--- src/rtl/cnn_pkg.sv ---
// Shared definitions for the CNN datapath: constant helpers used for port
// sizing, the window tap bit-offset map (common to the window generator and
// the convolution element) and the kernel-size legality check.
package cnn_pkg;

    // Legal kernel sizes are the odd values 1..7.
    localparam int KERNEL_MAX = 7;

    // Ceiling log2, never below 1 so that counters and indices keep a real width.
    function automatic int clog2(input int value);
        int bits;
        bits = 1;
        for (int k = 1; k < 32; k++) begin
            if ((1 << bits) < value) begin
                bits = bits + 1;
            end
        end
        return bits;
    endfunction

    // Bit offset of channel ch, tap t inside a packed window.
    // t = r*kernel + c, with r=0 the oldest row and c=0 the oldest column.
    function automatic int tap_offset(input int ch, input int t, input int kernel, input int n);
        return (ch * kernel * kernel + t) * n;
    endfunction

    // True when kernel is one of 1, 3, 5, 7.
    function automatic bit kernel_legal(input int kernel);
        return (kernel >= 1) && (kernel <= KERNEL_MAX) && ((kernel % 2) == 1);
    endfunction

endpackage

--- src/rtl/conv_line_buffer.sv ---
// One image row of delay: the output is the pixel accepted DEPTH enables ago.
// Contents are deliberately not reset; row gating downstream keeps stale
// data out of any emitted window.
module conv_line_buffer
    import cnn_pkg::*;
#(
    parameter int W     = 10,
    parameter int DEPTH = 8
) (
    input  logic         clk,
    input  logic         en,
    input  logic [W-1:0] din,
    output logic [W-1:0] dout
);

    logic [W-1:0] mem [DEPTH];

    // Shift the row delay by one position on every accepted pixel.
    always_ff @(posedge clk) begin
        if (en) begin
            mem[0] <= din;
            for (int k = 1; k < DEPTH; k++) begin
                mem[k] <= mem[k-1];
            end
        end
    end

    assign dout = mem[DEPTH-1];

endmodule

--- src/rtl/conv_window_gen.sv ---
// Sliding-window generator feeding the convolution element.
// Takes a raster-order pixel stream, keeps KERNEL-1 rows in chained line
// buffers and emits one packed KERNEL x KERNEL x CL_IN window per valid
// output position, one cycle after the completing pixel. No backpressure.
// Optional build macro WIN_STRIDE2_EN: only even output offsets are emitted
// and win_row/win_col report the stride-2 index.
module conv_window_gen
    import cnn_pkg::*;
#(
    parameter int CL_IN  = 5,
    parameter int KERNEL = 3,
    parameter int N      = 2,
    parameter int IMG_W  = 8,
    parameter int IMG_H  = 8
) (
    input  logic                             clk,
    input  logic                             rst,
    input  logic [CL_IN*N-1:0]               pix_in,
    input  logic                             pix_valid,
    input  logic                             sof,
    output logic [CL_IN*KERNEL*KERNEL*N-1:0] win_out,
    output logic                             win_valid,
    output logic [clog2(IMG_H)-1:0]          win_row,
    output logic [clog2(IMG_W)-1:0]          win_col,
    output logic                             frame_done
);

    localparam int PW   = CL_IN * N;
    localparam int RW   = clog2(IMG_H);
    localparam int CW   = clog2(IMG_W);
    localparam int LB_N = (KERNEL > 1) ? KERNEL - 1 : 1;

    if (!kernel_legal(KERNEL)) begin : g_bad_kernel
        $error("conv_window_gen: KERNEL must be 1, 3, 5 or 7");
    end

    logic [RW-1:0] row_cnt, cur_row, off_row, out_row;
    logic [CW-1:0] col_cnt, cur_col, off_col, out_col;
    logic          last_row, last_col, in_window, take;
    logic [PW-1:0] lb_in   [LB_N];
    logic [PW-1:0] lb_out  [LB_N];
    logic [PW-1:0] new_col [KERNEL];
    logic [PW-1:0] win_q   [KERNEL][KERNEL];

    // Line buffer chain: lb_out[j] is the pixel from j+1 rows above.
    assign lb_in[0] = pix_in;
    for (genvar j = 1; j < LB_N; j++) begin : g_lb_link
        assign lb_in[j] = lb_out[j-1];
    end
    if (KERNEL > 1) begin : g_lb
        for (genvar j = 0; j < KERNEL - 1; j++) begin : g_stage
            conv_line_buffer #(.W(PW), .DEPTH(IMG_W)) u_lb (
                .clk  (clk),
                .en   (pix_valid),
                .din  (lb_in[j]),
                .dout (lb_out[j])
            );
        end
    end else begin : g_no_lb
        assign lb_out[0] = '0;
    end

    // Position of the pixel on pix_in (sof forces it to the frame origin) and
    // whether it completes an emitted window.
    always_comb begin
        cur_row   = sof ? '0 : row_cnt;
        cur_col   = sof ? '0 : col_cnt;
        last_row  = (cur_row == RW'(IMG_H - 1));
        last_col  = (cur_col == CW'(IMG_W - 1));
        off_row   = cur_row - RW'(KERNEL - 1);
        off_col   = cur_col - CW'(KERNEL - 1);
        in_window = (cur_row >= RW'(KERNEL - 1)) && (cur_col >= CW'(KERNEL - 1));
`ifdef WIN_STRIDE2_EN
        take      = in_window && !off_row[0] && !off_col[0];
        out_row   = off_row >> 1;
        out_col   = off_col >> 1;
`else
        take      = in_window;
        out_row   = off_row;
        out_col   = off_col;
`endif
    end

    // Newest window column: line-buffer taps on top, the incoming pixel at the bottom.
    always_comb begin
        for (int r = 0; r < KERNEL; r++) begin
            if (r == KERNEL - 1) begin
                new_col[r] = pix_in;
            end else begin
                new_col[r] = lb_out[KERNEL - 2 - r];
            end
        end
    end

    // Raster counters: advance per accepted pixel, wrap at row and frame ends.
    always_ff @(posedge clk or negedge rst) begin
        if (!rst) begin
            row_cnt <= '0;
            col_cnt <= '0;
        end else if (pix_valid) begin
            if (last_col) begin
                col_cnt <= '0;
                row_cnt <= last_row ? '0 : cur_row + 1'b1;
            end else begin
                col_cnt <= cur_col + 1'b1;
                row_cnt <= cur_row;
            end
        end
    end

    // Window registers: shift left one column and load the new column.
    always_ff @(posedge clk or negedge rst) begin
        if (!rst) begin
            for (int r = 0; r < KERNEL; r++) begin
                for (int c = 0; c < KERNEL; c++) begin
                    win_q[r][c] <= '0;
                end
            end
        end else if (pix_valid) begin
            for (int r = 0; r < KERNEL; r++) begin
                for (int c = 0; c < KERNEL - 1; c++) begin
                    win_q[r][c] <= win_q[r][c+1];
                end
                win_q[r][KERNEL-1] <= new_col[r];
            end
        end
    end

    // Registered strobes and output position, one cycle after the pixel.
    always_ff @(posedge clk or negedge rst) begin
        if (!rst) begin
            win_valid  <= 1'b0;
            win_row    <= '0;
            win_col    <= '0;
            frame_done <= 1'b0;
        end else begin
            win_valid  <= pix_valid && take;
            frame_done <= pix_valid && last_row && last_col;
            if (pix_valid && take) begin
                win_row <= out_row;
                win_col <= out_col;
            end
        end
    end

    // Repack the window registers into the channel-major CE format.
    always_comb begin
        win_out = '0;
        for (int i = 0; i < CL_IN; i++) begin
            for (int r = 0; r < KERNEL; r++) begin
                for (int c = 0; c < KERNEL; c++) begin
                    win_out[tap_offset(i, r * KERNEL + c, KERNEL, N) +: N] = win_q[r][c][i*N +: N];
                end
            end
        end
    end

endmodule
--- config.mk ---
export PLATFORM = sky130hd
export DESIGN_NAME = conv_window_gen
export DESIGN_NICKNAME = d
export VERILOG_FILES = /design/src/rtl/cnn_pkg.sv /design/src/rtl/conv_line_buffer.sv /design/src/rtl/conv_window_gen.sv
export SDC_FILE = /design/constraint.sdc
export NUM_CORES = 1
export LEC_CHECK = 0
export ABC_AREA = 1
export CORE_UTILIZATION = 41
export CTS_BUF_LIST = sky130_fd_sc_hd__clkbuf_4 sky130_fd_sc_hd__clkbuf_8
export DETAILED_ROUTE_END_ITERATION = 6
export DONT_BUFFER_PORTS = 1
export SLEW_MARGIN = 20
export SYNTH_ARGS = -nofsm -noshare
export SYNTH_HDL_FRONTEND = slang
export SYNTH_HIERARCHICAL = 1
export SYNTH_SLANG_ARGS = --single-unit
--- constraint.sdc ---
create_clock -name clk -period 1.53 [get_ports clk]
set_clock_uncertainty 0.1 [all_clocks]
set_input_delay 0.306 -clock clk [delete_from_list [all_inputs] [get_ports clk]]
set_output_delay 0.306 -clock clk [all_outputs]
set_load 0.01 [all_outputs]
Word level (Yosys, flattened, before mapping)
Memories as Yosys holds them, arrays and structs flattened. A register that Yosys moved wholly into a read port is not among the register bits.
Cells that the tools add are included.
{"block": "op_classes", "addsub": 4, "n_mul": 0, "div": 0, "order_cmp": 2, "eq_ne": 2, "n_shift": 0, "n_mux": 7, "bitwise_logic": 0, "n_reduce_logical": 5}
{"cell": "3-bit 2-to-1 mux", "n": 5}
{"cell": "3-bit by 1-bit adder with 3-bit output, second input constant", "n": 2}
{"cell": "3-bit equality test, second input constant", "n": 2}
{"cell": "3-bit by 2-bit greater-or-equal comparator with 1-bit output, second input constant", "n": 2}
{"cell": "3-bit by 2-bit subtractor with 3-bit output, second input constant", "n": 2}
{"cell": "1-bit logical AND", "n": 4}
{"cell": "1-bit 2-to-1 mux", "n": 2}
{"cell": "1-bit zero test", "n": 1}
{"block": "word_totals", "reg_bits": 94, "latch_bits": 0, "ram_bits": 160, "mem_bits_ro": 0, "wordCells": 36, "mem_count": 2}
{"memory": "g_lb.g_stage[0].u_lb.mem", "depth": 8, "width": 10, "read_ports": 8, "rd_ports_with_merged_regs": 0, "wr": 8, "line_no": "conv_line_buffer.sv:16", "source": "logic [W-1:0] mem [DEPTH];"}
{"memory": "g_lb.g_stage[1].u_lb.mem", "depth": 8, "width": 10, "read_ports": 8, "rd_ports_with_merged_regs": 1, "wr": 8, "line_no": "conv_line_buffer.sv:16"}

Longest topological paths before layout
{"block": "logic_depth", "depth_word": 4, "mapped_depth": 9, "depth_no_buf": 9}

Hierarchy
The synthesis kept the hierarchy.
{"module": "conv_line_buffer", "n_inst": 2, "cells_each": 90, "area_per_inst_um2": 2477.4, "seq_area_each_um2": 2402.3}
{"module": "conv_window_gen", "n_inst": 1, "cells_each": 428, "area_per_inst_um2": 3980.1, "seq_area_each_um2": 2602.5}

Worst setup path before layout
No wires, ideal clock.
{"block": "synth_timing", "kind": "reg2reg", "startpoint": "register col_cnt[0]", "endpoint": "register row_cnt[1]", "setup_time_ns": 0.087, "arrival_ns": 1.155, "required_time_ns": 1.343, "setup_slack_ns": 0.187, "stages_incl_launch_ff": 10, "path_buffers": 0, "synth_period_minus_slack_ns": 1.343, "path_cell_list": "dfrtp_1 -> inv_1 -> nor2_1 -> inv_1 -> nor2_1 -> ha_1 -> nand2_2 -> nor2_2 -> nand2_1 -> a22oi_1"}
{"block": "synth_via", "elab_chain_len": 3}
{"element": "from (decl)", "line_no": "conv_window_gen.sv:38", "source": "logic [CW-1:0] col_cnt, cur_col, off_col, out_col;"}
{"element": "from (signal assigned)", "line_no": "conv_window_gen.sv:105", "source": "col_cnt <= cur_col + 1'b1;"}
{"element": "3-bit 2-to-1 mux", "line_no": "conv_window_gen.sv:67", "source": "cur_col = sof ? '0 : col_cnt;"}
{"element": "3-bit equality test", "line_no": "conv_window_gen.sv:69", "source": "last_col = (cur_col == CW'(IMG_W - 1));"}
{"element": "3-bit 2-to-1 mux", "line_no": "conv_window_gen.sv:101", "source": "if (last_col) begin"}
{"element": "to (signal assigned)", "line_no": "conv_window_gen.sv:103", "source": "row_cnt <= last_row ? '0 : cur_row + 1'b1;"}
{"element": "to (signal assigned)", "line_no": "conv_window_gen.sv:106", "source": "row_cnt <= cur_row;"}
{"element": "to (decl)", "line_no": "conv_window_gen.sv:37", "source": "logic [RW-1:0] row_cnt, cur_row, off_row, out_row;"}
No other way between the ends.
A chain may end at the register's enable or synchronous reset.

==> flow_metrics.tcl <==
set metrics [dict create \
    r2r_cells 3 \
    dpl.hpwl_um 7840 \
    numCtsBuffers 42 \
    tightestPinTransition_ns 0.347 \
    worstReg2RegStart "win_out[17]$_DFFE_PN0P_" \
    final_hold_viol_count 193 \
    ys_types 19 \
    cts_tree "built" \
    clock-root-buffer "clkbuf_8" \
    hold_buffers 72 \
    crit_slowest_cell "dlygate4sd3_1" \
    slew_headroom_pct 76.9 \
    finalSetupViolCount 0 \
    end_kind "flop" \
    first_global_vias 4930 \
    r2r-end "win_out[15]$_DFFE_PN0P_" \
    avgRoutedWirePerCell_um 15.2 \
    setup_slack_ns 0.0228 \
    area_delta_synth_final_pct 19.1 \
    rrSetupSlack_ns 0.02 \
    area.sequential_um2 7410 \
    critical_path.top_delay_family "buffers and inverters" \
    syn_area_per_cell_um2 14.7 \
    multi_input_area_um2 1140 \
    place_inst 844 \
    crit_chain "nand2_1 -> o21ai_0 -> dlygate4sd3_1" \
    grt_usage_pct 14.0 \
    drv_slew 0 \
    vias_per_cell 4.73 \
    dr.first_iter.drc_count 307 \
    ir_drop_v 0.000718 \
    worst_path_largest_cell_delay_ns 0.56 \
    synth_nets 624 \
    fin_util_pct 50.1 \
    fin_cells 993 \
    setup.worst_path.end "win_out[15]$_DFFE_PN0P_" \
    crit_buf_inv 1 \
    cts_buffer_depth 3 \
    status "finished with violations" \
    routed_wl_um 15100 \
    hold_path.class "input pin to async pin" \
    place_ws_ns -0.00648 \
    antenna_found_initial 0 \
    clkLatencyLatePin_ns 0.52 \
    crit_fanout 3 \
    ys_seq_area_share_pct 82.9 \
    grt_pass1_wl_um 24700 \
    drcViolationCount 0 \
    grt_overflow 0 \
    max_freq_mhz 663 \
    port_buffers 0 \
    clkSlewWorstSetupHoldPaths_ns 0.06 \
    via_count 4696 \
    synthTopCellsByArea "edfxtp_1 (54%), dfrtp_1 (29%), nand2_1 (7.6%)" \
    critical_path_required_ns 1.82 \
    crit_path_start "win_out[17]$_DFFE_PN0P_" \
    ys_ff_latch 264 \
    drive_gt1_share_pct 11.3 \
    p_leak_nw 4.39 \
    period_share_pct 98.5 \
    yosysWarningCount 6 \
    crit_arrival_ns 1.80 \
    yosysTopAreaCellShare_pct 53.8 \
    synth_area_um2 8930 \
    violations "negative hold slack" \
    io_pins 112 \
    num_rows 53 \
    worstSetupPathType "flop to flop" \
    nFillCells 1806 \
    globalplace.congestion 0.766 \
    period_needed_ns 1.51 \
    firstDrtPassIters 6 \
    grt_start_max_net_pins 265 \
    fp.dieW_um 150 \
    whs_ns -0.622 \
    coreArea_um2 21200 \
    worst_setup_path_start_kind "flop" \
    p_per_area_nw_per_um2 1410 \
    cts_setup_buffers 0 \
    dieArea_um2 22400 \
    path_depth 3 \
    cts.sinks 264 \
    postRouteAntennaNets 0 \
    max_cap_violations 0 \
    die_h_um 150 \
    finalPower_mw 15.0 \
    htreeDepth 2 \
    diodes 0 \
    rsz0062_at_grt "yes" \
    fin_nets 701 \
    initial_core_util_pct 42.1 \
    netlist_instances 608 \
    synth_top_cell_by_area "edfxtp_1" \
]
==> power by group <==
part / internal (mW) / switching, mW
combinational: 0.313 / 0.276
clock: 3.30 / 2.58
sequential: 8.15 / 0.438
==> cell families (layout without fill, tap and decap cells) <==
logic type | Yosys count | count (layout) | synth area share (%)
AO/OA/AOI/OAI | 64 | 64 | 3.61
AND/OR/NAND/NOR | 195 | 195 | 8.51
XOR/XNOR | 2 | 2 | 0.196
flip-flops | 264 | 264 | 82.9
adder cells (fa/ha/maj) | 2 | 2 | 0.280
buffers and inverters | 81 | 191 | 4.50
==> per-stage QoR <==
stage / TNS, ns / area [um2]
3_5_place_dp: -0.00648 / 9050
6_report: 0 / 10600
4_1_cts: 0 / 10600
2_1_floorplan: 0 / 8930
3_3_place_gp: 0 / 9050
5_1_grt: -0.117 / 10600
==> flip-flops by register name (all words and copies together) (netlist names) <==
| signal | count |
|---|---|
| col_cnt | 3 |
| g_lb.g_stage.u_lb/mem | 160 |
| row_cnt | 3 |
| frame_done | 1 |
| win_valid | 1 |
| win_out | 90 |
| win_row | 3 |
| win_col | 3 |
==> cell usage in the layout, fill, tap and decap left out, types with 4 or more instances in the layout <==
cell type / synthesis / routed
nand2_1: 180 / 180
edfxtp_1: 160 / 160
dfrtp_1: 104 / 102
dlygate4sd3_1: 0 / 71
o21ai_0: 60 / 60
clkbuf_8: 0 / 49
inv_1: 38 / 38
clkbuf_4: 0 / 16
clkinv_1: 0 / 8
nand4_1: 6 / 6
nor2_1: 5 / 4
==> synthesized netlist by cell type <==
cell type  instances
a21oi_1            1
nand2_1          180
o21ai_1            2
inv_1             38
nor2_1             5
nor2_2             1
edfxtp_1         160
nand4_1            6
nand3_2            1
ha_1               2
dfrtp_1          104
o21ai_0           60
inv_2              2
buf_2             15
a22oi_1            1
clkbuf_1           5
buf_4             21
xor2_1             2
nand2_2            2
==> per-layer routing <==
metal / global-route usage, % / wire length, um / share of wire (%)
met5: 0 / 0 / 0
met4: 5.82 / 312 / 2.1
met3: 5.30 / 1440 / 9.6
met2: 22.2 / 7130 / 47
met1: 17.3 / 6200 / 41
==> worst min path at each step <==
| stage | to | cells past startpoint |
|---|---|---|
| global placement | win_out[77]$_DFFE_PN0P_ | 0 |
| CTS | win_out[81]$_DFFE_PN0P_ | 0 |
| floorplan | col_cnt[0]$_DFFE_PN0P_ | 0 |
| detailed placement | win_out[77]$_DFFE_PN0P_ | 0 |
| finish | win_out[83]$_DFFE_PN0P_ | 0 |
| global route | win_out[72]$_DFFE_PN0P_ | 0 |
==> timing repair <==
action	CTS	global route
gates resized for setup	1	5
endpoints found under the setup margin	1	6
endpoints found under the hold margin	348	273
==> final cells by class <==
type	count	area share [%]
timing repair buffer	74	7.06
tap	275	3.23
clock inverter	12	0.494
multi-input combinational	263	10.7
inverter	40	1.41
sequential	264	69.7
clock buffer	65	7.47
(Power assumes the default switching activity.)
